## src/rtl/spi_bus_arbiter.sv

```systemverilog
// SPI bus arbiter: two requesters (RTC engine, cartridge SPI master) share one
// SPI pad set. Round-robin grant, guard gap with chip select high between
// ownerships, and revocation of an owner that stalls the MCU for too long.
module spi_bus_arbiter #(
   parameter int unsigned GUARD_CYCLES   = 4,
   parameter int unsigned TIMEOUT_CYCLES = 4096
) (
   input  logic       SClk_i,
   input  logic       Reset_i,
   input  logic [1:0] Req_i,
   input  logic [1:0] Release_i,
   input  logic [1:0] ReqDo_i,
   input  logic [1:0] ReqnSel_i,
   input  logic [1:0] ReqClkRunning_i,
   input  logic [1:0] ReqClkStretch_i,
   input  logic       MCUReadyFallingEdge_i,
   output logic [1:0] Gnt_o,
   output logic       SPIDo_o,
   output logic       nMCUSel_o,
   output logic       SPIClkRunning_o,
   output logic       SPIClkStretch_o,
   output logic       Busy_o,
   output logic       TimeoutEvt_o
);

   typedef enum logic [1:0] {IDLE, OWN, GUARD} state_t;

   localparam logic [15:0] TO_LAST = 16'(TIMEOUT_CYCLES - 1);
   localparam logic [3:0]  GD_LAST = 4'(GUARD_CYCLES - 1);

   state_t      state_q;
   logic [1:0]  gnt_q;
   logic        tevt_q;
   logic [15:0] tcnt_q;
   logic [3:0]  gcnt_q;
   logic [1:0]  mask_q;
   logic        last_q;
   logic        owner_q;

   logic [1:0]  elig;
   logic        win_d;
   logic        own_end;
   logic        timeout_hit;
   logic [1:0]  mask_d;

   // Grant selection, end-of-ownership detection and mask next state
   always_comb begin
      elig        = Req_i & ~mask_q;
      // On a tie the requester that did not own last wins; otherwise the only one asking
      win_d       = (elig == 2'b11) ? ~last_q : elig[1];
      own_end     = Release_i[owner_q] | ~Req_i[owner_q];
      // A release or request drop on the threshold cycle is a normal release, not a timeout
      timeout_hit = (state_q == OWN) && !own_end && !MCUReadyFallingEdge_i &&
                    (tcnt_q == TO_LAST);
      // Mask clears as soon as the requester lets go of Req; set on revocation
      mask_d      = mask_q & Req_i;
      if (timeout_hit) mask_d[owner_q] = 1'b1;
   end

   // Arbiter state machine with registered grant and timeout pulse
   always_ff @(posedge SClk_i) begin
      if (Reset_i) begin
         state_q <= IDLE;
         gnt_q   <= 2'b00;
         tevt_q  <= 1'b0;
         tcnt_q  <= '0;
         gcnt_q  <= '0;
         mask_q  <= 2'b00;
         last_q  <= 1'b1;
         owner_q <= 1'b0;
      end else begin
         tevt_q <= 1'b0;
         mask_q <= mask_d;
         case (state_q)
            IDLE: begin
               if (|elig) begin
                  state_q <= OWN;
                  owner_q <= win_d;
                  last_q  <= win_d;
                  gnt_q   <= win_d ? 2'b10 : 2'b01;
                  tcnt_q  <= '0;
               end
            end
            OWN: begin
               if (own_end || timeout_hit) begin
                  state_q <= GUARD;
                  gnt_q   <= 2'b00;
                  gcnt_q  <= '0;
                  tevt_q  <= timeout_hit;
               end else if (MCUReadyFallingEdge_i) begin
                  tcnt_q <= '0;
               end else begin
                  tcnt_q <= tcnt_q + 16'd1;
               end
            end
            GUARD: begin
               if (gcnt_q == GD_LAST) state_q <= IDLE;
               else                   gcnt_q  <= gcnt_q + 4'd1;
            end
            default: begin
               state_q <= IDLE;
               gnt_q   <= 2'b00;
            end
         endcase
      end
   end

   // Pad mux: owner drives the bus in OWN, idle-bus values otherwise
   always_comb begin
      if (state_q == OWN) begin
         SPIDo_o         = ReqDo_i[owner_q];
         nMCUSel_o       = ReqnSel_i[owner_q];
         SPIClkRunning_o = ReqClkRunning_i[owner_q];
         SPIClkStretch_o = ReqClkStretch_i[owner_q];
      end else begin
         SPIDo_o         = 1'b1;
         nMCUSel_o       = 1'b1;
         SPIClkRunning_o = 1'b0;
         SPIClkStretch_o = 1'b0;
      end
   end

   assign Gnt_o        = gnt_q;
   assign TimeoutEvt_o = tevt_q;
   assign Busy_o       = (state_q != IDLE) || (Req_i != 2'b00);

endmodule

```

## config.mk

```make
export PLATFORM = sky130hd
export DESIGN_NAME = spi_bus_arbiter
export DESIGN_NICKNAME = d
export VERILOG_FILES = /design/src/rtl/spi_bus_arbiter.sv
export SDC_FILE = /design/constraint.sdc
export NUM_CORES = 1
export LEC_CHECK = 0
export ABC_AREA = 1
export CELL_PAD_IN_SITES_DETAIL_PLACEMENT = 0
export CELL_PAD_IN_SITES_GLOBAL_PLACEMENT = 2
export CORE_ASPECT_RATIO = 1.5
export CORE_MARGIN = 2
export CORE_UTILIZATION = 30
export CTS_CLUSTER_DIAMETER = 80
export DETAILED_ROUTE_END_ITERATION = 12
export PLACE_DENSITY = 0.91
export SLEW_MARGIN = 25
export SYNTH_ARGS = -nofsm -noshare
export SYNTH_HDL_FRONTEND = slang
export SYNTH_SLANG_ARGS = --single-unit
export TNS_END_PERCENT = 1
```

## constraint.sdc

```tcl
create_clock -name SClk_i -period 2.1 [get_ports SClk_i]
set_input_delay 0.315 -clock SClk_i [delete_from_list [all_inputs] [get_ports SClk_i]]
set_output_delay 0.315 -clock SClk_i [all_outputs]
set_load 0.02 [all_outputs]
```

Yosys cells after proc, flatten, opt, wreduce, memory -nomap -nowiden. Index checks and enable logic that the tools add are counted.

Register bits after elaboration: 29. Input port bits: 15. Output and inout bits: 8. Word-level logic and storage cells: 87.

$add $sub $neg: 2. Order comparisons: 2. Equal/unequal tests: 10. Multiplexer cells: 35. Bitwise gates (word level): 10. Reduce and logical (&&, ||, !) cells: 20.

Operators with widths (number): $mux W16 (3); $pmux W16 S2 (1); $mux W1 (18); $add A16 B1 Y16 const B (1); $eq A16 B12 Y1 const B (1); $mux W2 (7); $pmux W2 S3 (2); $reduce_and A3 Y1 (4); $mux W4 (2); $ne A2 B2 Y1 const B (4); $pmux W4 S2 (1); $reduce_bool A2 Y1 (4); $not A1 Y1 (5); $add A4 B1 Y4 const B (1); $and A2 B2 Y2 (2); $eq A2 B2 Y1 const B (2); $eq A4 B2 Y1 const B (1); $logic_and A1 B1 Y1 (4); $reduce_or A3 Y1 (1); $eq A2 B1 Y1 const B (1); $logic_not A1 Y1 (2); $logic_not A2 Y1 (1); $logic_or A1 B1 Y1 (2); $lt A1 B2 Y1 const B (1); other kinds (8) (8).

Longest topological paths before layout. Gate-level depths: netlist (run 1).

Word-level depth: 11. Depth in mapped cells: 11. Depth with buffers taken out: 11.

Worst setup path after synthesis (run 1). Ideal clock, no wire load.

Kind: register to register. From: register tcnt_q[0]. To: register tcnt_q[2]. Library setup time: 0.113 ns. Data arrival time: 1.497 ns. Data required time: 1.987 ns. Path slack: 0.491 ns. Cell stages (with the launch flop): 12. Path buffers: 1. Period minus slack after synthesis: 1.609 ns. Cell sequence: dfxtp_1 ha_1 nand2_2 nor2_2 nand2_1 nor2_4 nand3_4 nand3_4 nand2_4 buf_6 nor2_1 nor2_1.

Cells in the longest elaborated chain, start to end: 5. Elaborated cells on any way between the ends: 9. Those cells by class: add/sub (1); eq/ne (2); mux (3); reduce/logical (3).

Ends and longest elaborated chain: from (decl) (line 34) `logic [15:0] tcnt_q;`; from (signal assigned) (line 93) `tcnt_q <= tcnt_q + 16'd1;`; branches (longest 5 deep; another with $add A16 B1 Y16).

Several ways; the timed one is not identified. The select of a mux whose other input is x is not followed. A chain may end at the register's enable or synchronous reset.

Worst setup path after layout (run 1).
From: register state_q[1]. To: output port nMCUSel_o.

Cells in the longest elaborated chain, start to end: 2.

Ends and longest elaborated chain: from (decl) (line 31) `state_t state_q;`; from (signal assigned) (line 63) `state_q <= IDLE;`; from (signal assigned) (line 77) `state_q <= OWN;`; from (signal assigned) (line 86) `state_q <= GUARD;`; $eq A2 B1 Y1 (line 110) `if (state_q == OWN) begin`; $mux W1 (line 110); to (decl) (line 19) `output logic nMCUSel_o,`.

Every way passes these cells.

==> flow_summary.toml, run 1 <==
[global_routing]
grt_pass1_vias = 1818
grt_pass1_wl_um = 8340
met1_usage_pct = 19.2
antenna_found_initial = 0
track_usage_pct = 16.3
grt_use_met3_pct = 3.11
grt_max_degree = 19
use_met2_pct = 27.5
top_usage_layer = "met2"
overflow = 0

[setup_path]
cp-end-kind = "output port"
critPathMaxFanout = 18
crit_type = "flop to output port"
critPathLaunchType = "flop"
worstRegToRegCells = 10
critical_path_arrival_ns = 1.71
cp.required_ns = 1.78

[clock_network]
htreeDepth = 2
postCtsSetupBuffers = 0
worstSkewPairLatency_ns = 0.29
numCtsBuffers = 5
clk_path_buf_depth = 2
cts_root_buf = "clkbuf_8"
clock_sinks = 29
clk_pin_slew_ns = 0.07
cts_tree = "yes"
ctsResizeCount = 0
cts_hold_buffers = 0

[sta]
tns_ns = 0
hold_viol = 0
rsz0062_at_grt = "false"
max-slew-margin-rel_pct = 73.5
period_share_pct = 96.3
worstMarginPinSlew_ns = 0.397
setup_viol = 0
hold_slack_ns = 0.465
report.final.slew_viol_count = 0
min_period_ns = 2.02
clock.fmax_ghz = 0.494
clock-skew-final_ns = 0.0162

[routing]
drt-vias-per-instance = 4.93
first_pass_iters = 4
drt_iter0_markers = 55
vias = 1860
wirelength_um = 4800
antenna_left = 0
wire_per_inst_um = 12.7
route.detailed.drc = 0

[synthesis]
yosysTopAreaCell = "dfxtp_1"
syn-num-nets = 291
synth.distinct_cells = 29
ys_seq_area_share_pct = 32.7
synth_top_flop_cell = "dfxtp_1"
async_flop_share_pct = 0
synth_most_common_cell = "nand2_1"
synthCells = 274
yosys_warnings = 0
netlist_top_cells_count = "nand2_1, nand3_1, nor2_1, dfxtp_1, a21oi_1"
synth_top_area_share_pct = 32.7
avgSynthCellArea_um2 = 6.48
ys_seq_elements = 29
syn_area_mm2 = 0.00178
synth.area.top_cells = "dfxtp_1, nand2_1, nand3_1, nor2_1, a21oi_1"
synth_edf_count = 0

[hold_path]
hold_path_depth = 2
hp-class = "flop to flop"

[die]
die_w_um = 66.8
design.die.area_mm2 = 0.00656
boundaryPins = 23
row_count = 34
die_y_um = 98.2
design.core.area_mm2 = 0.00574
start_util_pct = 30.9

[power_and_ir_drop]
powerDensity_mw_per_mm2 = 675
p_leak_nw = 0.777
irDropWorstVdd_mv = 0.332

[placement]
dpl.hpwl_um = 3630
gp_congestion = 0.794
io_buffer_count = 22

[layout]
drive_above_1_share_pct = 11.1
nNetsFinal = 321
area_growth_pct = 25.7
fillers = 646
diodes = 0

[job]
drv_cap = 0

[outcome]
outcome = "complete, no violations"
==> cell usage in the layout, fill, tap and decap left out, types with 3 or more instances in the layout <==
| cell type | n |
|---|---|
| a21oi_1 | 25 |
| nor3_1 | 5 |
| inv_1 | 18 |
| nor2_2 | 4 |
| clkbuf_8 | 6 |
| nand3_1 | 42 |
| clkdlybuf4s50_1 | 22 |
| buf_4 | 7 |
| nand2_1 | 72 |
| dfxtp_1 | 29 |
| o21bai_1 | 3 |
| o21ai_0 | 5 |
| nand2_2 | 3 |
| nor2_1 | 35 |
| nand4_1 | 7 |
| inv_2 | 3 |
==> flip-flops by register name (all words and copies together), names as in the netlist <==
signal / flops
tcnt_q: 16
gcnt_q: 4
Gnt_o: 2
mask_q: 2
state_q: 2
TimeoutEvt_o: 1
last_q: 1
owner_q: 1
==> through the flow <==
| step | utilization (%) | std cells | worst slack [ns] | area, um^2 | power [mW] |
|---|---|---|---|---|---|
| 2_1_floorplan | - | 274 | 0.491 | 1780 | 0.778 |
| 3_3_place_gp | 36.8 | 369 | 0.192 | 2110 | 0.894 |
| 3_5_place_dp | 36.8 | 369 | 0.139 | 2110 | 0.894 |
| 4_1_cts | 38.9 | 377 | 0.0608 | 2230 | 1.52 |
| 5_1_grt | 38.9 | 377 | 0.00400 | 2230 | 1.57 |
| 6_report | 38.9 | 377 | 0.0773 | 2230 | 1.51 |
==> power breakdown <==
group / internal [mW] / switching, mW / leakage, nW
combinational: 0.110 / 0.175 / 0.485
sequential: 0.572 / 0.0221 / 0.235
clock: 0.386 / 0.242 / 0.0574
==> cell families after synthesis <==
group / share of synthesized area [%]
buf+inv: 7.54
fa+ha+maj: 1.41
xor+xnor: 1.97
compound gates: 11.0
simple gates: 45.4
flops: 32.7
==> final cells by class <==
type | count | area [um^2] | share of cell area (%)
Tap cell | 72 | 90.1 | 4.04
Timing Repair Buffer | 30 | 293 | 13.1
Inverter | 22 | 87.6 | 3.92
Sequential cell | 29 | 581 | 26.0
Multi-Input combinational cell | 216 | 1060 | 47.5
Clock inverter | 2 | 37.5 | 1.68
Clock buffer | 6 | 82.6 | 3.70
==> critical path, cell delays in order (launching register included) <==
cell and delay (ns):
dfxtp_1 0.33, inv_1 0.07, nand2_4 0.21, clkinv_4 0.12, nand3_1 0.08, clkdlybuf4s50_1 0.60
==> final timing paths <==
kind / slack (ns) / end / from
worst min register to register: 0.46 / Gnt_o[1]$_SDFFE_PP0P_ / Gnt_o[1]$_SDFFE_PP0P_
worst max-delay path: 0.08 / nMCUSel_o / state_q[1]$_SDFFE_PP0P_
worst min-delay path: 0.46 / Gnt_o[1]$_SDFFE_PP0P_ / Gnt_o[1]$_SDFFE_PP0P_
worst max register to register: 0.28 / tcnt_q[4]$_SDFFE_PP0P_ / tcnt_q[0]$_SDFFE_PP0P_
==> per-layer routing <==
layer | vias to the layer above | wire length [um]
met5 | - | 0
met4 | 0 | 119
met3 | 10 | 171
met2 | 38 | 2450
met1 | 850 | 2060
li1 | 962 | -
Power figures use the tool's default switching activity.
==> run 2, diff against run 1 <==
--- a/config.mk
+++ b/config.mk
@@ -13,7 +13,8 @@
 export CORE_UTILIZATION = 30
 export CTS_CLUSTER_DIAMETER = 80
 export DETAILED_ROUTE_END_ITERATION = 12
-export PLACE_DENSITY = 0.91
+export PLACE_DENSITY_LB_ADDON = 0.25
+export SETUP_SLACK_MARGIN = 0.3
 export SLEW_MARGIN = 25
 export SYNTH_ARGS = -nofsm -noshare
 export SYNTH_HDL_FRONTEND = slang
==> run 2 against run 1 <==
Effect of this change: flip-flop and latch count is the same; worst setup slack better by 0.13 ns; combinational power increased by 2%; via count down 2.0%; cell count rose by 0.80%; core utilization decreased by 0.30 points; die area unchanged; first-iteration DRC count up 38%; critical path type unchanged; largest power group is now sequential cells; highest routed layer unchanged.
==> flow_summary.toml, run 2 (synthesis results as in run 1) <==
[die]
die_y_um = 98.2
die_w_um = 66.8
boundaryPins = 23
start_util_pct = 30.9
design.core.area_mm2 = 0.00574
row_count = 34
design.die.area_mm2 = 0.00656

[sta]
max-slew-margin-rel_pct = 74.0
clock.fmax_ghz = 0.529
tns_ns = 0
rsz0062_at_grt = "true"
hold_slack_ns = 0.466
hold_viol = 0
worstMarginPinSlew_ns = 0.388
fin_ws_ns = 0.211
min_period_ns = 1.89
setup_viol = 0
clock-skew-final_ns = 0.00806
report.final.slew_viol_count = 0
period_share_pct = 89.9

[job]
drv_cap = 0

[power_and_ir_drop]
p_int_mw = 0.913
powerDensity_mw_per_mm2 = 618
pwr-share-seq_pct = 43.4
p_clk_share_pct = 35.3
p_leak_nw = 0.787
irDropWorstVdd_mv = 0.434
p_sw_mw = 0.456
comb_power_share_pct = 21.4
sw_frac_of_total_pct = 33.3

[clock_network]
cts_root_buf = "clkbuf_8"
clk_path_buf_depth = 2
postCtsSetupBuffers = 0
numCtsBuffers = 5
clock_sinks = 29
ctsResizeCount = 1
htreeDepth = 2
cts_tree = "yes"
worstSkewPairLatency_ns = 0.29
cts_hold_buffers = 0
clk_pin_slew_ns = 0.08

[setup_path]
critPathMaxFanout = 6
crit_chain = "inv_1, nand2_4, clkinv_4, nand3_1, clkdlybuf4s50_1"
critical_path_arrival_ns = 1.57
cp-end-kind = "output port"
crit_slowest_cell = "clkdlybuf4s50_1"
critPathLaunchType = "flop"
slowest_delay_ns = 0.60
cp.required_ns = 1.78
crit_type = "flop to output port"

[layout]
reg_top3 = "tcnt_q: 16 flops, gcnt_q: 4 flops"
diodes = 0
area_growth_pct = 24.7
mostFrequentLayoutCells = "nand2_1, nand3_1, nor2_1, dfxtp_1, a21oi_1"
largest_register_ff_count = 16
nNetsFinal = 324
final_area_mm2 = 0.00221
drive_above_1_share_pct = 12.0
largest-register = "tcnt_q"
final_core_util_pct = 38.6
layout_commonest_cell = "nand2_1"
fillers = 653

[routing]
wire_per_inst_um = 13.5
antenna_left = 0
vias = 1823
first_pass_iters = 4
route.detailed.drc = 0
drt-vias-per-instance = 4.80
wirelength_um = 5130
drt_iter0_markers = 76

[global_routing]
antenna_found_initial = 0
grt_pass1_wl_um = 8650
grt_max_degree = 23
overflow = 0
track_usage_pct = 17.3
grt_pass1_vias = 1791

[placement]
io_buffer_count = 22
pre_cts_slack_ns = 0.168
placed_area_mm2 = 0.00212
gp_congestion = 0.773
dpl.hpwl_um = 3830

[outcome]
outcome = "complete, no violations"

[hold_path]
hp-class = "flop to flop"
==> run 2: cell types whose count changed in the layout (fill, tap and decap cells not counted) <==
cell,change
bufinv_16,-1
clkdlybuf4s50_1,-2
dlygate4sd2_1,+1
buf_12,-1
dlymetal6s2s_1,+1
clkinvlp_4,+2
clkbuf_8,-1
buf_4,+4
==> run 2: power by group through the flow <==
stage / combinational (mW) / sequential [mW] / clock [mW]
global route: 0.319 / 0.598 / 0.519
finish: 0.292 / 0.594 / 0.483
detailed placement: 0.296 / 0.607 / 0
CTS: 0.296 / 0.594 / 0.499
floorplan: 0.172 / 0.606 / 0
global placement: 0.297 / 0.607 / 0
==> run 2: layout make-up <==
class | count | area, um^2 | area share [%]
tap | 72 | 90.1 | 4.07
clock buffer | 5 | 68.8 | 3.11
multi-input combinational | 216 | 1060 | 47.9
clock inverter | 3 | 22.5 | 1.02
inverter | 22 | 87.6 | 3.95
timing repair buffer | 33 | 304 | 13.7
sequential | 29 | 581 | 26.2
==> run 2: stage by stage <==
step / std cells / total power [mW]
after floorplan: 274 / 0.778
after global placement: 372 / 0.904
after detailed placement: 372 / 0.903
after CTS: 380 / 1.39
after global routing: 380 / 1.44
final: 380 / 1.37
==> run 2: worst max-delay path, delay by kind of cell, from the launching register on <==
family                 cells  cell delay [ns]
DFF                        1             0.34
and+or+nand+nor            2             0.19
buffers and inverters      3             0.77
==> run 2: worst paths after layout <==
path | startpoint | end | slack (ns) | cells past startpoint
worst max-delay path | state_q[1]$_SDFFE_PP0P_ | nMCUSel_o | 0.21 | 5
worst max register to register | tcnt_q[0]$_SDFFE_PP0P_ | tcnt_q[1]$_SDFFE_PP0P_ | 0.29 | 10
worst min-delay path | mask_q[1]$_SDFF_PP0_ | mask_q[1]$_SDFF_PP0_ | 0.47 | 2
worst min register to register | mask_q[1]$_SDFF_PP0_ | mask_q[1]$_SDFF_PP0_ | 0.47 | 2
==> run 2: layer usage <==
layer | vias up | routed length (um) | global-route usage [%]
met4 | 0 | 72 | 5.65
met5 | - | 0 | 0
met3 | 5 | 92 | 3.11
li1 | 970 | - | -
met2 | 14 | 2820 | 32.2
met1 | 834 | 2140 | 19.1
==> run 3, diff against run 2 <==
--- a/config.mk
+++ b/config.mk
@@ -6,15 +6,17 @@
 export NUM_CORES = 1
 export LEC_CHECK = 0
 export ABC_AREA = 1
+export ABC_CLOCK_PERIOD_IN_PS = 2100
 export CELL_PAD_IN_SITES_DETAIL_PLACEMENT = 0
 export CELL_PAD_IN_SITES_GLOBAL_PLACEMENT = 2
 export CORE_ASPECT_RATIO = 1.5
 export CORE_MARGIN = 2
-export CORE_UTILIZATION = 30
+export CORE_UTILIZATION = 34
 export CTS_CLUSTER_DIAMETER = 80
 export DETAILED_ROUTE_END_ITERATION = 12
+export DONT_BUFFER_PORTS = 1
 export PLACE_DENSITY_LB_ADDON = 0.25
-export SETUP_SLACK_MARGIN = 0.3
+export SETUP_SLACK_MARGIN = 0.05
 export SLEW_MARGIN = 25
 export SYNTH_ARGS = -nofsm -noshare
 export SYNTH_HDL_FRONTEND = slang
==> run 3 against run 2 <==
Effect of this change: first-iteration DRC count down 29%; die area is 11% lower; sequential share of layout area grew 3.6 points; clock skew grew 0.00065 ns; largest cell class unchanged.
==> flow_summary.toml, run 3 (synthesis results as in run 1) <==
[placement]
dpl.hpwl_um = 3630
gp_congestion = 0.737
dp.cells = 340
io_buffer_count = 0

[layout]
mostFrequentLayoutCells = "nand2_1, nand3_1, nor2_1, dfxtp_1, a21oi_1"
final_core_util_pct = 38.3
reg_top3 = "tcnt_q: 16 flops, gcnt_q: 4 flops"
final_cells = 347
layout_commonest_cell = "nand2_1"
largest_register_ff_count = 16
diodes = 0
area_growth_pct = 9.65
nNetsFinal = 296
drive_above_1_share_pct = 10.4
largest-register = "tcnt_q"

[power_and_ir_drop]
p_leak_nw = 0.662
irDropWorstVdd_mv = 0.359
powerDensity_mw_per_mm2 = 663
power.total_mw = 1.29

[sta]
setup_viol = 0
min_period_ns = 1.84
clock-skew-final_ns = 0.00871
max-slew-margin-rel_pct = 69.6
rsz0062_at_grt = "false"
clock.fmax_ghz = 0.544
hold_viol = 0
report.final.slew_viol_count = 0
tns_ns = 0
worstMarginPinSlew_ns = 0.457
period_share_pct = 87.6

[clock_network]
clk_path_buf_depth = 2
worstSkewPairLatency_ns = 0.28
numCtsBuffers = 5
cts_hold_buffers = 0
clock_sinks = 29
htreeDepth = 2
cts_tree = "yes"
clk_pin_slew_ns = 0.07
cts_root_buf = "clkbuf_8"

[routing]
routed.top_layer = "met4"
antenna_left = 0
first_pass_iters = 4
vias = 1782
drt-vias-per-instance = 5.14
wirelength_um = 4960
route.detailed.drc = 0
drt_iter0_markers = 54
wl_met3_um = 94
route.met2.wl_um = 2730
wire_per_inst_um = 14.3
wirelength_met1_um = 2010

[global_routing]
overflow = 0
antenna_found_initial = 0
track_usage_pct = 18.6
grt_pass1_vias = 1727
grt_max_degree = 26
grt_pass1_wl_um = 8370

[setup_path]
crit_type = "flop to flop"
cp.required_ns = 2.26
critical_path_arrival_ns = 2.00
worstRegToRegCells = 10
rrSetupSlack_ns = 0.26
critPathLaunchType = "flop"
cp-end-kind = "flop"
critPathMaxFanout = 17
r2r_end = "tcnt_q[1]$_SDFFE_PP0P_"
r2r_start = "tcnt_q[0]$_SDFFE_PP0P_"

[die]
design.core.area_mm2 = 0.00508
design.die.area_mm2 = 0.00583
boundaryPins = 23
start_util_pct = 34.9
die_y_um = 92.5
die_w_um = 63
row_count = 32

[outcome]
outcome = "complete, no violations"

[hold_path]
hold_path_depth = 1
hp-class = "primary input to flop"
whs_endpoint = "tcnt_q[3]$_SDFFE_PP0P_"
min_from = "Reset_i"

[job]
drv_cap = 0
run 3: layer usage:
metal  track usage [%]  up-vias
met1              20.6      837
met3              3.52       11
met5                 0        -
met4              9.44        0
met2              33.2       21
li1                  -      913
run 3: worst max-delay path by stage:
stage | startpoint | end | slack [ns] | depth (start not counted)
final | tcnt_q[0]$_SDFFE_PP0P_ | tcnt_q[1]$_SDFFE_PP0P_ | 0.26 | 10
after global routing | tcnt_q[0]$_SDFFE_PP0P_ | tcnt_q[1]$_SDFFE_PP0P_ | 0.09 | 10
after CTS | tcnt_q[0]$_SDFFE_PP0P_ | tcnt_q[1]$_SDFFE_PP0P_ | 0.20 | 10
after detailed placement | tcnt_q[0]$_SDFFE_PP0P_ | tcnt_q[1]$_SDFFE_PP0P_ | 0.22 | 10
after global placement | tcnt_q[0]$_SDFFE_PP0P_ | tcnt_q[1]$_SDFFE_PP0P_ | 0.29 | 10
after floorplan | tcnt_q[0]$_SDFFE_PP0P_ | tcnt_q[2]$_SDFFE_PP0P_ | 0.49 | 11
run 3: power breakdown:
group | internal, mW | switching, mW | leakage, nW
logic | 0.0598 | 0.158 | 0.383
clock network | 0.260 | 0.218 | 0.0443
registers | 0.572 | 0.0241 | 0.235
run 3: final cells by class:
type	instances	area, um^2
clock buffers	7	86.3
multi-input cells	216	1070
flip-flops and latches	29	581
repair buffers	5	37.5
inverters	22	87.6
well taps	68	85.1
fillers	588	3140
run 3: repair_timing:
| item | in CTS | in global routing |
|---|---|---|
| resized for setup | 0 | 1 |
| hold endpoints to repair | 0 | 0 |
| setup endpoints to repair | 0 | 1 |
| buffers inserted | 0 | 0 |
run 3: critical path: stages (launching register included):
cell and delay, ns:
dfxtp_1 0.40, ha_1 0.23, nand2_2 0.09, nor2_2 0.11, nand2_1 0.11, nor2_4 0.15, nand3_4 0.09, nand3_4 0.20
nand2_8 0.16, nand2_1 0.11, o21ai_0 0.07
run 3: stage by stage:
step | cell area (um^2) | setup WS, ns | hold WS (ns)
detailed placement | 1850 | 0.221 | 0.389
floorplan | 1780 | 0.491 | 0.430
CTS | 1940 | 0.203 | 0.0833
finish | 1950 | 0.260 | 0.0892
global placement | 1850 | 0.287 | 0.386
global route | 1950 | 0.0861 | 0.0741
